<file path="src/rtl/issue_scoreboard.sv">
// Decode-stage register scoreboard: per-register pending-write counters plus a mult/div busy flag.
// issue_ready is combinational. A same-cycle retire or kill is seen as written through to decode.
module issue_scoreboard #(
   parameter int NREG = 32,
   parameter int RW   = 5,
   parameter int CW   = 2,
   parameter int TW   = 4
) (
   input  logic            clock,
   input  logic            reset,
   input  logic            dec_valid,
   input  logic [RW-1:0]   dec_rs,
   input  logic            dec_rs_used,
   input  logic [RW-1:0]   dec_rt,
   input  logic            dec_rt_used,
   input  logic [RW-1:0]   dec_rd,
   input  logic            dec_rd_wr,
   input  logic            dec_long,
   input  logic            wb_valid,
   input  logic [RW-1:0]   wb_rd,
   input  logic            kill_valid,
   input  logic [RW-1:0]   kill_rd,
   input  logic            long_done,
   output logic            issue_ready,
   output logic [NREG-1:0] pending_mask,
   output logic [TW-1:0]   inflight_cnt,
   output logic            long_busy,
   output logic            err_underflow
);

   // Two extra bits hold the +1/-2 range of a one-cycle update without wrapping.
   localparam int XW = CW + 2;

   logic [CW-1:0] cnt_q [NREG];
   logic [CW-1:0] cnt_d [NREG];
   logic [TW-1:0] inflight_q, inflight_d;
   logic          long_busy_q, long_busy_d;
   logic          err_q, err_d;

   logic          issue_fire;
   logic          raw_rs, raw_rt, waw_sat, long_haz;
   logic [XW-1:0] rs_rel, rt_rel;
   logic          rd_rel;

   always_comb begin
      rs_rel = XW'(wb_valid && (wb_rd == dec_rs)) + XW'(kill_valid && (kill_rd == dec_rs));
      rt_rel = XW'(wb_valid && (wb_rd == dec_rt)) + XW'(kill_valid && (kill_rd == dec_rt));
      rd_rel = (wb_valid && (wb_rd == dec_rd)) || (kill_valid && (kill_rd == dec_rd));

      raw_rs   = dec_rs_used && (dec_rs != '0) && (XW'(cnt_q[dec_rs]) > rs_rel);
      raw_rt   = dec_rt_used && (dec_rt != '0) && (XW'(cnt_q[dec_rt]) > rt_rel);
      waw_sat  = dec_rd_wr && (dec_rd != '0) && (cnt_q[dec_rd] == '1) && !rd_rel;
      long_haz = dec_long && long_busy_q && !long_done;

      issue_ready = !raw_rs && !raw_rt && !waw_sat && !long_haz;
      issue_fire  = dec_valid && issue_ready;
   end

   always_comb begin
      logic [XW-1:0] nxt;
      logic          inc, dwb, dkl;
      cnt_d      = cnt_q;
      cnt_d[0]   = '0;
      inflight_d = inflight_q;
      err_d      = err_q;
      nxt        = '0;
      inc        = 1'b0;
      dwb        = 1'b0;
      dkl        = 1'b0;
      for (int i = 1; i < NREG; i++) begin
         inc = issue_fire && dec_rd_wr && (dec_rd == RW'(i));
         dwb = wb_valid && (wb_rd == RW'(i));
         dkl = kill_valid && (kill_rd == RW'(i));
         nxt = XW'(cnt_q[i]) + XW'(inc) - XW'(dwb) - XW'(dkl);
         if (nxt[XW-1]) begin
            cnt_d[i] = '0;
            err_d    = 1'b1;
         end else begin
            cnt_d[i] = nxt[CW-1:0];
         end
         // The total follows the clamped per-register change, so it never drifts from the counters.
         inflight_d = inflight_d + TW'(cnt_d[i]) - TW'(cnt_q[i]);
      end

      if (issue_fire && dec_long)
         long_busy_d = 1'b1;
      else if (long_done)
         long_busy_d = 1'b0;
      else
         long_busy_d = long_busy_q;
   end

   always_ff @(posedge clock or negedge reset) begin
      if (!reset) begin
         for (int i = 0; i < NREG; i++) cnt_q[i] <= '0;
         inflight_q  <= '0;
         long_busy_q <= 1'b0;
         err_q       <= 1'b0;
      end else begin
         for (int i = 0; i < NREG; i++) cnt_q[i] <= cnt_d[i];
         inflight_q  <= inflight_d;
         long_busy_q <= long_busy_d;
         err_q       <= err_d;
      end
   end

   always_comb begin
      for (int i = 0; i < NREG; i++) pending_mask[i] = (cnt_q[i] != '0);
   end

   assign inflight_cnt  = inflight_q;
   assign long_busy     = long_busy_q;
   assign err_underflow = err_q;

endmodule

</file>
<file path="config.mk">
export PLATFORM = sky130hd
export DESIGN_NAME = issue_scoreboard
export DESIGN_NICKNAME = d
export VERILOG_FILES = /design/src/rtl/issue_scoreboard.sv
export SDC_FILE = /design/constraint.sdc
export NUM_CORES = 1
export LEC_CHECK = 0
export ABC_CLOCK_PERIOD_IN_PS = 9500
export CORE_UTILIZATION = 50
export CTS_CLUSTER_SIZE = 25
export DETAILED_ROUTE_END_ITERATION = 6
export PLACE_DENSITY = 0.74
export SETUP_SLACK_MARGIN = 0.3
export SLEW_MARGIN = 20
export SYNTH_ARGS = -nofsm -noshare
export SYNTH_HDL_FRONTEND = slang
export SYNTH_SLANG_ARGS = --single-unit
</file>
<file path="constraint.sdc">
create_clock -name clock -period 9.5 [get_ports clock]
set_clock_uncertainty 0.1 [all_clocks]
set_input_delay 0.95 -clock clock [delete_from_list [all_inputs] [get_ports clock]]
set_output_delay 0.95 -clock clock [all_outputs]
set_load 0.005 [all_outputs]
</file>
# After elaboration in Yosys (flattened, before gate mapping)

Index checks and enable logic that the tools add are counted.

Logic and storage cells: 529
Input port bits: 35
Bits in registers: 68

$add $sub $neg: 157
Eq/ne operators: 100
Reduce and logical (&&, ||, !) cells: 157
Order comparisons: 5
Mux-type cells: 73
Bitwise gates (word level): 3

Operator list:

| cell                                                      | number |
|---|---|
| == test 5 bit (second input constant)                     | 48 |
| adder 4 x 2 -> 4 bit                                      | 31 |
| subtractor 3 x 1 -> 4 bit                                 | 31 |
| subtractor 4 x 1 -> 4 bit                                 | 31 |
| subtractor 4 x 2 -> 4 bit                                 | 31 |
| == test 5 x 4 -> 1 bit (second input constant)            | 24 |
| logical AND 1 bit                                         | 114 |
| adder 2 x 1 -> 3 bit                                      | 31 |
| 2-to-1 mux 2 bit                                          | 37 |
| nonzero test 2 bit                                        | 32 |
| == test 5 x 3 -> 1 bit (second input constant)            | 12 |
| 2-to-1 mux 1 bit                                          | 33 |
| nonzero test 31 bit                                       | 1 |
| binary-select mux 2 bit (select 5 bit)                    | 3 |
| == test 5 x 2 -> 1 bit (second input constant)            | 6 |
| == test 5 bit                                             | 6 |
| greater-or-equal comparator 6 bit (second input constant) | 3 |
| inverter 5 -> 6 bit                                       | 3 |
| == test 5 x 1 -> 1 bit (second input constant)            | 3 |
| nonzero test 5 bit                                        | 3 |
| logical NOT 1 bit                                         | 6 |
| adder 1 x 1 -> 2 bit                                      | 2 |
| > comparator 2 bit                                        | 2 |
| == test 2 bit (second input constant)                     | 1 |
| logical OR 1 bit                                          | 1 |

# Logic depth before layout (Yosys ltp)

Gate-level depths: netlist of run 1.

Depth in word-level cells: 79
Mapped depth: 42

# Worst setup path before layout of run 1

Ideal clock, no wire load.

Path type: input port to flip-flop
Start point: input dec_rs[0]
End point: register inflight_q[3] (netlist: inflight_cnt[3])
Stages: 36
Setup slack: -1.060 ns
Data required time: 9.275 ns
Data arrival time: 10.334 ns
Cells stage by stage: buf_2 -> mux4_2 -> mux4_2 -> mux2_2 -> ha_1 -> nor2b_1 -> o211ai_1 -> a21oi_1 -> a311o_1 -> clkbuf_1 -> nor4b_2 -> ha_1 -> ha_1 -> nand2b_1 -> nand2_1 -> fa_1 -> inv_1 -> fa_1 -> fa_1 -> inv_1 -> fa_1 -> inv_1 -> fa_1 -> inv_1 -> fa_1 -> fa_1 -> fa_1 -> fa_1 -> inv_1 -> ha_1 -> fa_1 -> xnor2_1 -> xnor2_1 -> xnor2_1 -> xnor2_1 -> xnor2_1

Longest elaborated chain between the ends: 79

RTL lines:

| what                                                | RTL line | source |
|---|---|---|
| start: declaration                                  | 12       | `input logic [RW-1:0] dec_rs,` |
| inverter 5 -> 6 bit (not written as such)           | 50       | `raw_rs = dec_rs_used && (dec_rs != '0) && (XW'(cnt_q[dec_rs]) > rs_rel);` |
| binary-select mux 2 bit (select 5 bit)              | 50       |  |
| 2-to-1 mux 2 bit (not written as such) (2 in a row) | 50       |  |
| > comparator 2 bit                                  | 50       |  |
| logical AND 1 bit (*)                               | 50       |  |
| logical NOT 1 bit (*)                               | 55       | `issue_ready = !raw_rs && !raw_rt && !waw_sat && !long_haz;` |
| logical AND 1 bit (*) (3 in a row)                  | 55       |  |
| logical AND 1 bit (*)                               | 56       | `issue_fire = dec_valid && issue_ready;` |
| [61 not listed]                                     | -        |  |
| subtractor 4 x 2 -> 4 bit                           | 82       | `inflight_d = inflight_d + TW'(cnt_d[i]) - TW'(cnt_q[i]);` |
| adder 4 x 2 -> 4 bit                                | 82       |  |
| subtractor 4 x 2 -> 4 bit                           | 82       |  |
| adder 4 x 2 -> 4 bit                                | 82       |  |
| subtractor 4 x 2 -> 4 bit                           | 82       |  |
| adder 4 x 2 -> 4 bit (*)                            | 82       |  |
| subtractor 4 x 2 -> 4 bit (*)                       | 82       |  |
| via inflight_d[3]                                   | 36       | `logic [TW-1:0] inflight_q, inflight_d;` |
| end signal: assignment                              | 101      | `inflight_q <= inflight_d;` |
| end: declaration                                    | 36       |  |

Mark *: on every way through the listed nets, which the timed path passes. The rest lies on a longest branch. The select of a mux whose other input is x is not followed.
A chain may end at the register's enable or synchronous reset.

==> results of run 1 <==
## Yosys cell counts, drive strengths merged (5+ instances only)
cell	instances	area share, %
nand2	120	4.3
o21ai	5	0.27
nor4b	6	0.73
nand4	13	0.77
and2	20	1.2
clkbuf	21	0.76
o31ai	5	0.35
buf	23	1.5
ha	109	13
fa	143	27
mux4	38	8.1
nor4	19	1.2
xor2	26	2.2
nand3	24	1.1
and3	5	0.30
nand2b	42	2.5
nor2	65	2.3
nor2b	13	0.77
or2	8	0.47
nor3	22	1.0
dfrtp	68	16
inv	235	8.3
xnor2	31	2.6
mux2	6	0.64
## registers in the layout, summed over array words and instances, names as in the netlist
| signal | flops |
|---|---|
| inflight_cnt | 4 |
| err_underflow | 1 |
| cnt_q | 62 |
| long_busy | 1 |
## metal layers
layer	vias to the layer above	routed length [um]	global-route usage (%)
met1	4764	16300	54.5
met4	2	2310	19.5
met3	136	4480	10.2
li1	4111	-	-
met5	-	18	0
met2	590	18300	60.4
## path summary, 6_finish.rpt
kind / start / to / slack [ns] / cells after the start
min in group clock: long_busy / long_busy / 0.49 / 2
setup / recovery: dec_rs[0] / inflight_cnt[3] / -1.19 / 41
hold / removal: reset / cnt_q[13] / 0.38 / 1
setup reg to reg: cnt_q[39] / inflight_cnt[3] / -0.81 / 34
hold reg to reg: long_busy / long_busy / 0.49 / 2
max in group asynchronous: reset / cnt_q[46] / 8.28 / 2
## cells in the final DEF, fill, tap and decap left out, types with 9 or more instances in the layout
cell and instances:
buf_4 246, inv_1 223, fa_1 130, nand2_1 117, ha_1 92, dfrtp_1 68, clkdlybuf4s50_1 66, nor2_1 65
mux4_2 38, nand2b_1 36, xnor2_1 29, xor2_1 25, nand3_1 24, nor3_1 17, nand4_1 13, and2_1 13
fa_2 13, nor2b_1 12, nor4_1 11, inv_2 11, buf_12 11, ha_2 10, clkbuf_16 9
## area by class of cell
cell class,instances,area share [%]
multi-input combinational,756,57.1
timing repair buffer,338,20.5
sequential,68,11.9
inverter,235,6.18
tap,270,2.36
clock buffer,11,1.76
clock inverter,5,0.253
## stage by stage
step / setup TNS, ns / utilization (%) / instance area [sq um]
detailed placement: -5.43 / 65.7 / 13500
global route: -2.51 / 69.9 / 14300
floorplan: -0.791 / - / 10700
global placement: -4.86 / 65.7 / 13500
CTS: -1.46 / 69.2 / 14200
finish: -1.85 / 69.9 / 14300
## cell families (layout without fill, tap and decap cells)
group	count (synthesis)	in the layout
other	1	1
DFF	68	68
xor gates and xnor gates	57	57
adders and majority gates	252	252
and+or+nand+nor	364	364
buffers and inverters	279	589
AOI/OAI and AO/OA	35	35
muxes	47	47
## timing repair
action / CTS / global route
cloned: 1 / 0
resized for setup: 72 / 31
setup buffers: 16 / 0
pin swaps: 38 / 20
endpoints found under the setup margin: 4 / 4
## worst max-delay path, delay by kind of cell
family / cells / cell delay, ns
adder cells (fa/ha/maj): 14 / 5.69
AND/OR/NAND/NOR: 6 / 0.80
multiplexers: 2 / 0.80
buffers and inverters: 9 / 0.98
AO/OA/AOI/OAI: 5 / 0.81
XOR/XNOR: 5 / 0.80
==> qor.csv, run 1 <==
metric,value,unit
start_kind,primary input,
crit_path_end_kind,flip-flop,
first_global_vias,10107,
timing.final.crit_share,113,%
synth-simple-area-share,17.1,%
portBuffers,72,
final_cells,1683,
die_w,148,um
status,"finished, violations left",
drtIter0Drc,1087,
drtPass1Iterations,5,
grt_use_total,40.2,%
relSlewSlack,63.8,%
drc_errors,0,
avgSynthCellArea,9.60,sq um
synth_cell_type_count,56,
path_common_cell,fa_1,
area_growth,35.2,%
synth_warnings,0,
synth_area,10600,sq um
synth_top_family_by_area,adder cells,
ys_seq_area_share,16.1,%
dp_hpwl,34200,um
finalSetupViolCount,3,
insertedDiodeCount,0,
violations,negative setup slack,
vias_per_cell,5.71,
antenna_found_initial,1,
slew_violations,0,
ant_nets,0,
cts_root_buf,clkbuf_16,
cts_tree,yes,
fillers,1559,
critical_path_class,in -> reg,
start_util,51.7,%
cts-htree-levels,3,
hold_viol,0,
max_cap_viol_count,0,
max_stage_delay,0.63,ns
synth_edf_count,0,
setup_slack,-1.19,ns
syn-num-nets,1390,
crit_required,9.67,ns
tightest_slew,0.538,ns
rows,52,
ctsLongestPathBuffers,2,
clock-sinks,68,
cp_data_arrival_time,10.86,ns
synth.mux.area_fraction,9.00,%
synth_compound_area_share,2.58,%
ys_ff_latch,68,
path_clk_slew,0.07,ns
rsz0062_at_grt,yes,
die_y,148,um
post_drt_wl_per_cell,24.6,um
core_area,20500,sq um
dp_slack,-2.20,ns
clk_latency,0.36,ns
synth_fa_ha_area_share,39.9,%
grt_max_degree,69,
wl,41300,um
cp_slowest_cell,fa_2,
cts_buffers,9,
multi_input_area,8180,sq um
placedCellCount,1649,
vias,9603,
ios,74,
synthArstFlopShare,100,%
drive_gt1_share,29.8,%
synthXorXnorAreaFrac,4.78,%
synth-main-ff-cell,dfrtp_1,
overflow,0,
gp_congestion,1.06,
die-area,21800,sq um
synth_cells,1103,
path_max_fanout,7,
hold_path.class,in -> async,
fin_hold_ws,0.383,ns
grt_pass1_wl,62000,um
final_nets,1695,
ctsHoldBuffers,0,
min_period,10.69,ns
max_freq,93.6,MHz
area.sequential,1700,sq um
Power of run 1 is not shown: default switching activity piles up to over one toggle a cycle in this logic, so the estimate is an artifact.
==> run 2, diff against run 1 <==
Settings changed: MAX_ROUTING_LAYER set to met4, SLEW_MARGIN 20 to not set.
==> run 2 against run 1 <==
  * Critical endpoint unchanged
  * Final area is 0.38% higher
  * Clock-buffer cell count is 1 higher
  * Die area stayed put
  * Largest cell class unchanged
  * Sequential share of layout area is essentially flat
  * Global-route usage grew 2.9 points
  * Hold slack improved by 0.097 ns
  * The run still ends with negative setup slack left
  * Critical path type unchanged
  * First-iteration DRC count decreased by 20%
  * Non-clock buffer count grew 12
==> qor.csv, run 2 (same netlist as run 1, synthesis figures left out) <==
metric,value,unit,change
status,"finished, violations left",,unchanged
violations,negative setup slack,,unchanged
core_area,20500,sq um,unchanged
hold_path.class,reg -> reg,,was in -> async
top_register,cnt_q,,unchanged
grt_max_degree,69,,unchanged
die_w,148,um,unchanged
finalSetupViolCount,2,,was 3
cp_data_arrival_time,10.73,ns,was 10.86 ns
die-area,21800,sq um,unchanged
path_max_fanout,7,,unchanged
timing.final.crit_share,111,%,was 113%
detailed_place.area,13600,sq um,was 13500 sq um
first_global_vias,9905,,was 10107
cts_tree,yes,,unchanged
grt_use_total,43.1,%,was 40.2%
ant_nets,0,,unchanged
crit_required,9.68,ns,was 9.67 ns
crit_path_end_kind,flip-flop,,unchanged
drtIter0Drc,871,,was 1087
cts_buffers,9,,unchanged
start_kind,primary input,,unchanged
rsz0062_at_grt,yes,,unchanged
cts-htree-levels,3,,unchanged
rows,52,,unchanged
cts_root_buf,clkbuf_16,,unchanged
portBuffers,72,,unchanged
max_stage_delay,0.61,ns,was 0.63 ns
final_nets,1707,,was 1695
post-route-cell-area,14400,sq um,was 14300 sq um
drive_gt1_share,30.0,%,was 29.8%
max_cap_viol_count,0,,unchanged
path_clk_slew,0.06,ns,was 0.07 ns
path_common_cell,fa_1,,unchanged
start_util,51.7,%,unchanged
multi_input_area,8130,sq um,was 8180 sq um
antenna_found_initial,1,,unchanged
vias,9487,,was 9603
relSlewSlack,28.1,%,was 63.8%
final_common_cell,buf_4,,unchanged
ctsLongestPathBuffers,2,,unchanged
tightest_slew,1.08,ns,was 0.538 ns
critical_path_class,in -> reg,,unchanged
gp_congestion,1.04,,was 1.06
clk_latency,0.36,ns,about the same
cp_slowest_cell,fa_2,,unchanged
clock-sinks,68,,unchanged
mostFrequentLayoutCells,"buf_4, inv_1, fa_1",,unchanged
wl,43000,um,was 41300 um
largest_reg_flops,62,,unchanged
ctsHoldBuffers,0,,unchanged
hold_viol,0,,unchanged
post_drt_wl_per_cell,25.4,um,was 24.6 um
drtPass1Iterations,5,,unchanged
drc_errors,0,,unchanged
dp_hpwl,36500,um,was 34200 um
slew_violations,0,,unchanged
overflow,0,,unchanged
max_freq,94.8,MHz,was 93.6 MHz
die_y,148,um,unchanged
min_period,10.55,ns,was 10.69 ns
setup_slack,-1.05,ns,was -1.19 ns
area.sequential,1700,sq um,unchanged
fillers,1630,,was 1559
area_growth,35.7,%,was 35.2%
vias_per_cell,5.59,,was 5.71
ios,74,,unchanged
grt_pass1_wl,63700,um,was 62000 um
## run 2: cell count changes in the layout (fill, tap and decap cells not counted), sizes merged
cell,previous run,this run
buf,270,280
bufbuf,1,3
bufinv,0,1
clkbuf,11,12
clkdlybuf4s15,0,1
clkdlybuf4s50,66,64
clkinvlp,3,1
diode,0,1
dlygate4sd2,1,0
dlymetal6s2s,0,2
## run 2: worst max-delay path, delay by kind of cell
family | cells | cell delay (ns)
xor gates and xnor gates | 5 | 0.81
muxes | 3 | 1.30
buffers and inverters | 7 | 0.76
AOI/OAI and AO/OA | 3 | 0.66
and+or+nand+nor | 4 | 0.66
adders and majority gates | 14 | 5.58
## run 2: timing repair
item / in CTS / in global routing
cloned: 4 / 0
hold endpoints to repair: 0 / 0
resized for setup: 68 / 26
pin swaps: 43 / 20
endpoints found under the setup margin: 4 / 4
buffers inserted: 7 / 0
## run 2: per-layer routing
layer  wire length, um  GRT usage, %  vias up
met5                 0             -        -
met4              1860          16.9        0
met3              4240          9.44       99
met2             19100          63.7      503
met1             17800          58.1     4747
li1                  -             -     4138
## run 2: stage by stage
| stage | setup WS [ns] | cells | hold WS [ns] | util (%) | setup TNS (ns) |
|---|---|---|---|---|---|
| finish | -1.05 | 1696 | 0.480 | 70.2 | -1.46 |
| global placement | -1.82 | 1668 | 0.467 | 66.2 | -4.16 |
| detailed placement | -1.97 | 1668 | 0.478 | 66.2 | -4.59 |
| floorplan | -0.698 | 1103 | 0.444 | - | -0.791 |
| CTS | -0.979 | 1695 | 0.486 | 69.6 | -1.33 |
| global route | -1.31 | 1696 | 0.519 | 70.2 | -2.09 |
## run 2: cell type report
type / instances / share of cell area, %
multi-input cells: 756 / 56.5
diodes: 1 / 0.0174
inverters: 235 / 6.14
well taps: 270 / 2.35
clock buffers: 12 / 1.78
clock inverters: 4 / 0.331
flip-flops and latches: 68 / 11.8
repair buffers: 350 / 21.0
## run 2: worst paths after layout
path                            slack, ns         endpoint  depth (start not counted)      start
worst max-delay path                -1.05  inflight_cnt[3]                         36  dec_rt[0]
worst min-delay path                 0.48        long_busy                          2  long_busy
worst max register to register      -0.76  inflight_cnt[3]                         34  cnt_q[37]
worst min register to register       0.48        long_busy                          2  long_busy
max in group asynchronous            7.92        cnt_q[52]                          1      reset
min in group asynchronous            0.65        long_busy                          1      reset
Power of run 2 is left out for the same reason.
==> run 3, diff against run 2 <==
Settings changed: CORE_UTILIZATION 50 to 47, PLACE_DENSITY 0.74 to 0.71, REMOVE_ABC_BUFFERS set to 1.
==> run 3 against run 2 <==
  * The run ends with design-rule violations, negative setup slack left
  * Maximum frequency is 0.35% higher
  * Routed wire length is 4.7% lower
  * Hold slack better by 0.014 ns
  * Sequential cell count stayed put
  * Setup slack better by 0.037 ns
  * Sequential share of layout area is 0.054 points higher
  * Largest cell class unchanged
  * Highest routed layer unchanged
==> qor.csv, run 3 (same netlist as run 1, synthesis figures left out) <==
metric,value,unit,change
status,"finished, violations left",,unchanged
violations,"design-rule violations, negative setup slack",,was negative setup slack
gp_congestion,1.09,,was 1.04
cts_tree,yes,,unchanged
cp_data_arrival_time,10.70,ns,was 10.73 ns
vias_per_cell,5.57,,was 5.59
detailed_place.area,13500,sq um,was 13600 sq um
dp_hpwl,35100,um,was 36500 um
largest_reg_flops,62,,unchanged
path_max_fanout,8,,was 7
post-route-cell-area,14300,sq um,was 14400 sq um
path_clk_slew,0.07,ns,was 0.06 ns
timing.final.crit_share,111,%,about the same
wl,41000,um,was 43000 um
die-area,23100,sq um,was 21800 sq um
met3_usage,8.64,%,was 9.44%
dp_slack,-2.28,ns,was -1.97 ns
portBuffers,72,,unchanged
multi_input_area,8150,sq um,was 8130 sq um
grt_pass1_wl,62200,um,was 63700 um
grt_max_degree,69,,unchanged
max_cap_viol_count,0,,unchanged
path_common_cell,fa_1,,unchanged
area.sequential,1700,sq um,unchanged
final_nets,1702,,was 1707
min_period,10.52,ns,was 10.55 ns
grt.met2_usage,57.0,%,was 63.7%
final_common_cell,buf_4,,unchanged
antenna_found_initial,1,,unchanged
tightest_slew,1.04,ns,was 1.08 ns
hold_path.class,reg -> reg,,unchanged
hold_viol,0,,unchanged
critical_path_class,in -> reg,,unchanged
grt_busiest_layer,met2,,unchanged
vias,9476,,was 9487
ctsLongestPathBuffers,2,,unchanged
rsz0062_at_grt,yes,,unchanged
drtPass1Iterations,7,,was 5
overflow,0,,unchanged
ios,74,,unchanged
start_util,48.2,%,was 51.7%
post_drt_wl_per_cell,24.1,um,was 25.4 um
relSlewSlack,31.0,%,was 28.1%
die_w,152,um,was 148 um
crit_path_end_kind,flip-flop,,unchanged
rows,54,,was 52
top_register,cnt_q,,unchanged
setup_slack,-1.02,ns,was -1.05 ns
finalSetupViolCount,2,,unchanged
slew_violations,0,,unchanged
cts_buffers,9,,unchanged
max_stage_delay,0.63,ns,was 0.61 ns
core_area,22000,sq um,was 20500 sq um
first_global_vias,10047,,was 9905
start_kind,primary input,,unchanged
drive_gt1_share,28.9,%,was 30.0%
ant_nets,0,,unchanged
cts-htree-levels,3,,unchanged
clock-sinks,68,,unchanged
grt_use_total,38.4,%,was 43.1%
area_growth,35.1,%,was 35.7%
crit_required,9.68,ns,about the same
cp_slowest_cell,fa_2,,unchanged
clk_latency,0.36,ns,about the same
cts_root_buf,clkbuf_16,,unchanged
max_freq,95.1,MHz,was 94.8 MHz
drtIter0Drc,961,,was 871
die_y,152,um,was 148 um
ctsHoldBuffers,0,,unchanged
met1_usage,49.4,%,was 58.1%
mostFrequentLayoutCells,"buf_4, inv_1, fa_1",,unchanged
drc_errors,18,,was 0
fin_hold_ws,0.494,ns,was 0.480 ns
finish.utilization,65.2,%,was 70.2%
fillers,1729,,was 1630
==> run 3: cell types whose count changed in the layout (fill, tap and decap cells not counted), sizes merged <==
cell / before / now
clkinv: 2 / 1
dlymetal6s2s: 2 / 1
clkinvlp: 1 / 3
buf: 280 / 277
clkdlybuf4s15: 1 / 0
dlygate4sd2: 0 / 2
clkbuf: 12 / 11
bufbuf: 3 / 1
==> run 3: worst max-delay path: cells and delay by family <==
family	cells	cell delay, ns
buffers and inverters	6	1.11
adders and majority gates	14	5.89
xor gates and xnor gates	5	0.80
AOI/OAI and AO/OA	3	0.58
and+or+nand+nor	3	0.49
muxes	2	0.84
==> run 3: routing by layer <==
layer	share of wire [%]	up-vias
met3	10	149
li1	-	4126
met5	0	-
met2	44	575
met1	40	4626
met4	5.9	0
==> run 3: cell type report <==
cell class              instances  share of cell area (%)
clock inverters                 5                   0.428
multi-input cells             756                    56.9
diodes                          1                  0.0175
inverters                     235                    6.16
repair buffers                345                    20.4
clock buffers                  11                    1.70
flip-flops and latches         68                    11.9
well taps                     280                    2.45
==> run 3: through the flow <==
stage	TNS, ns	std cells
floorplan	-1.22	1059
global placement	-5.42	1678
detailed placement	-5.65	1678
CTS	-1.32	1699
global route	-1.99	1701
finish	-1.39	1701
==> run 3: worst paths after layout <==
check	slack, ns	endpoint	cells past startpoint	startpoint
max	-1.02	inflight_cnt[3]	33	dec_rt[3]
max in group asynchronous	7.95	cnt_q[28]	1	reset
min	0.49	long_busy	2	long_busy
min reg2reg	0.49	long_busy	2	long_busy
max reg2reg	-0.77	inflight_cnt[3]	32	cnt_q[39]
min in group asynchronous	0.64	cnt_q[45]	1	reset
==> run 3: timing repair <==
action                     CTS  global route
setup buffers                3             1
setup endpoints to repair    4             4
resized for setup           78            34
gates cloned                 2             0
pin swaps                   45            17
Power of run 3 is left out for the same reason.
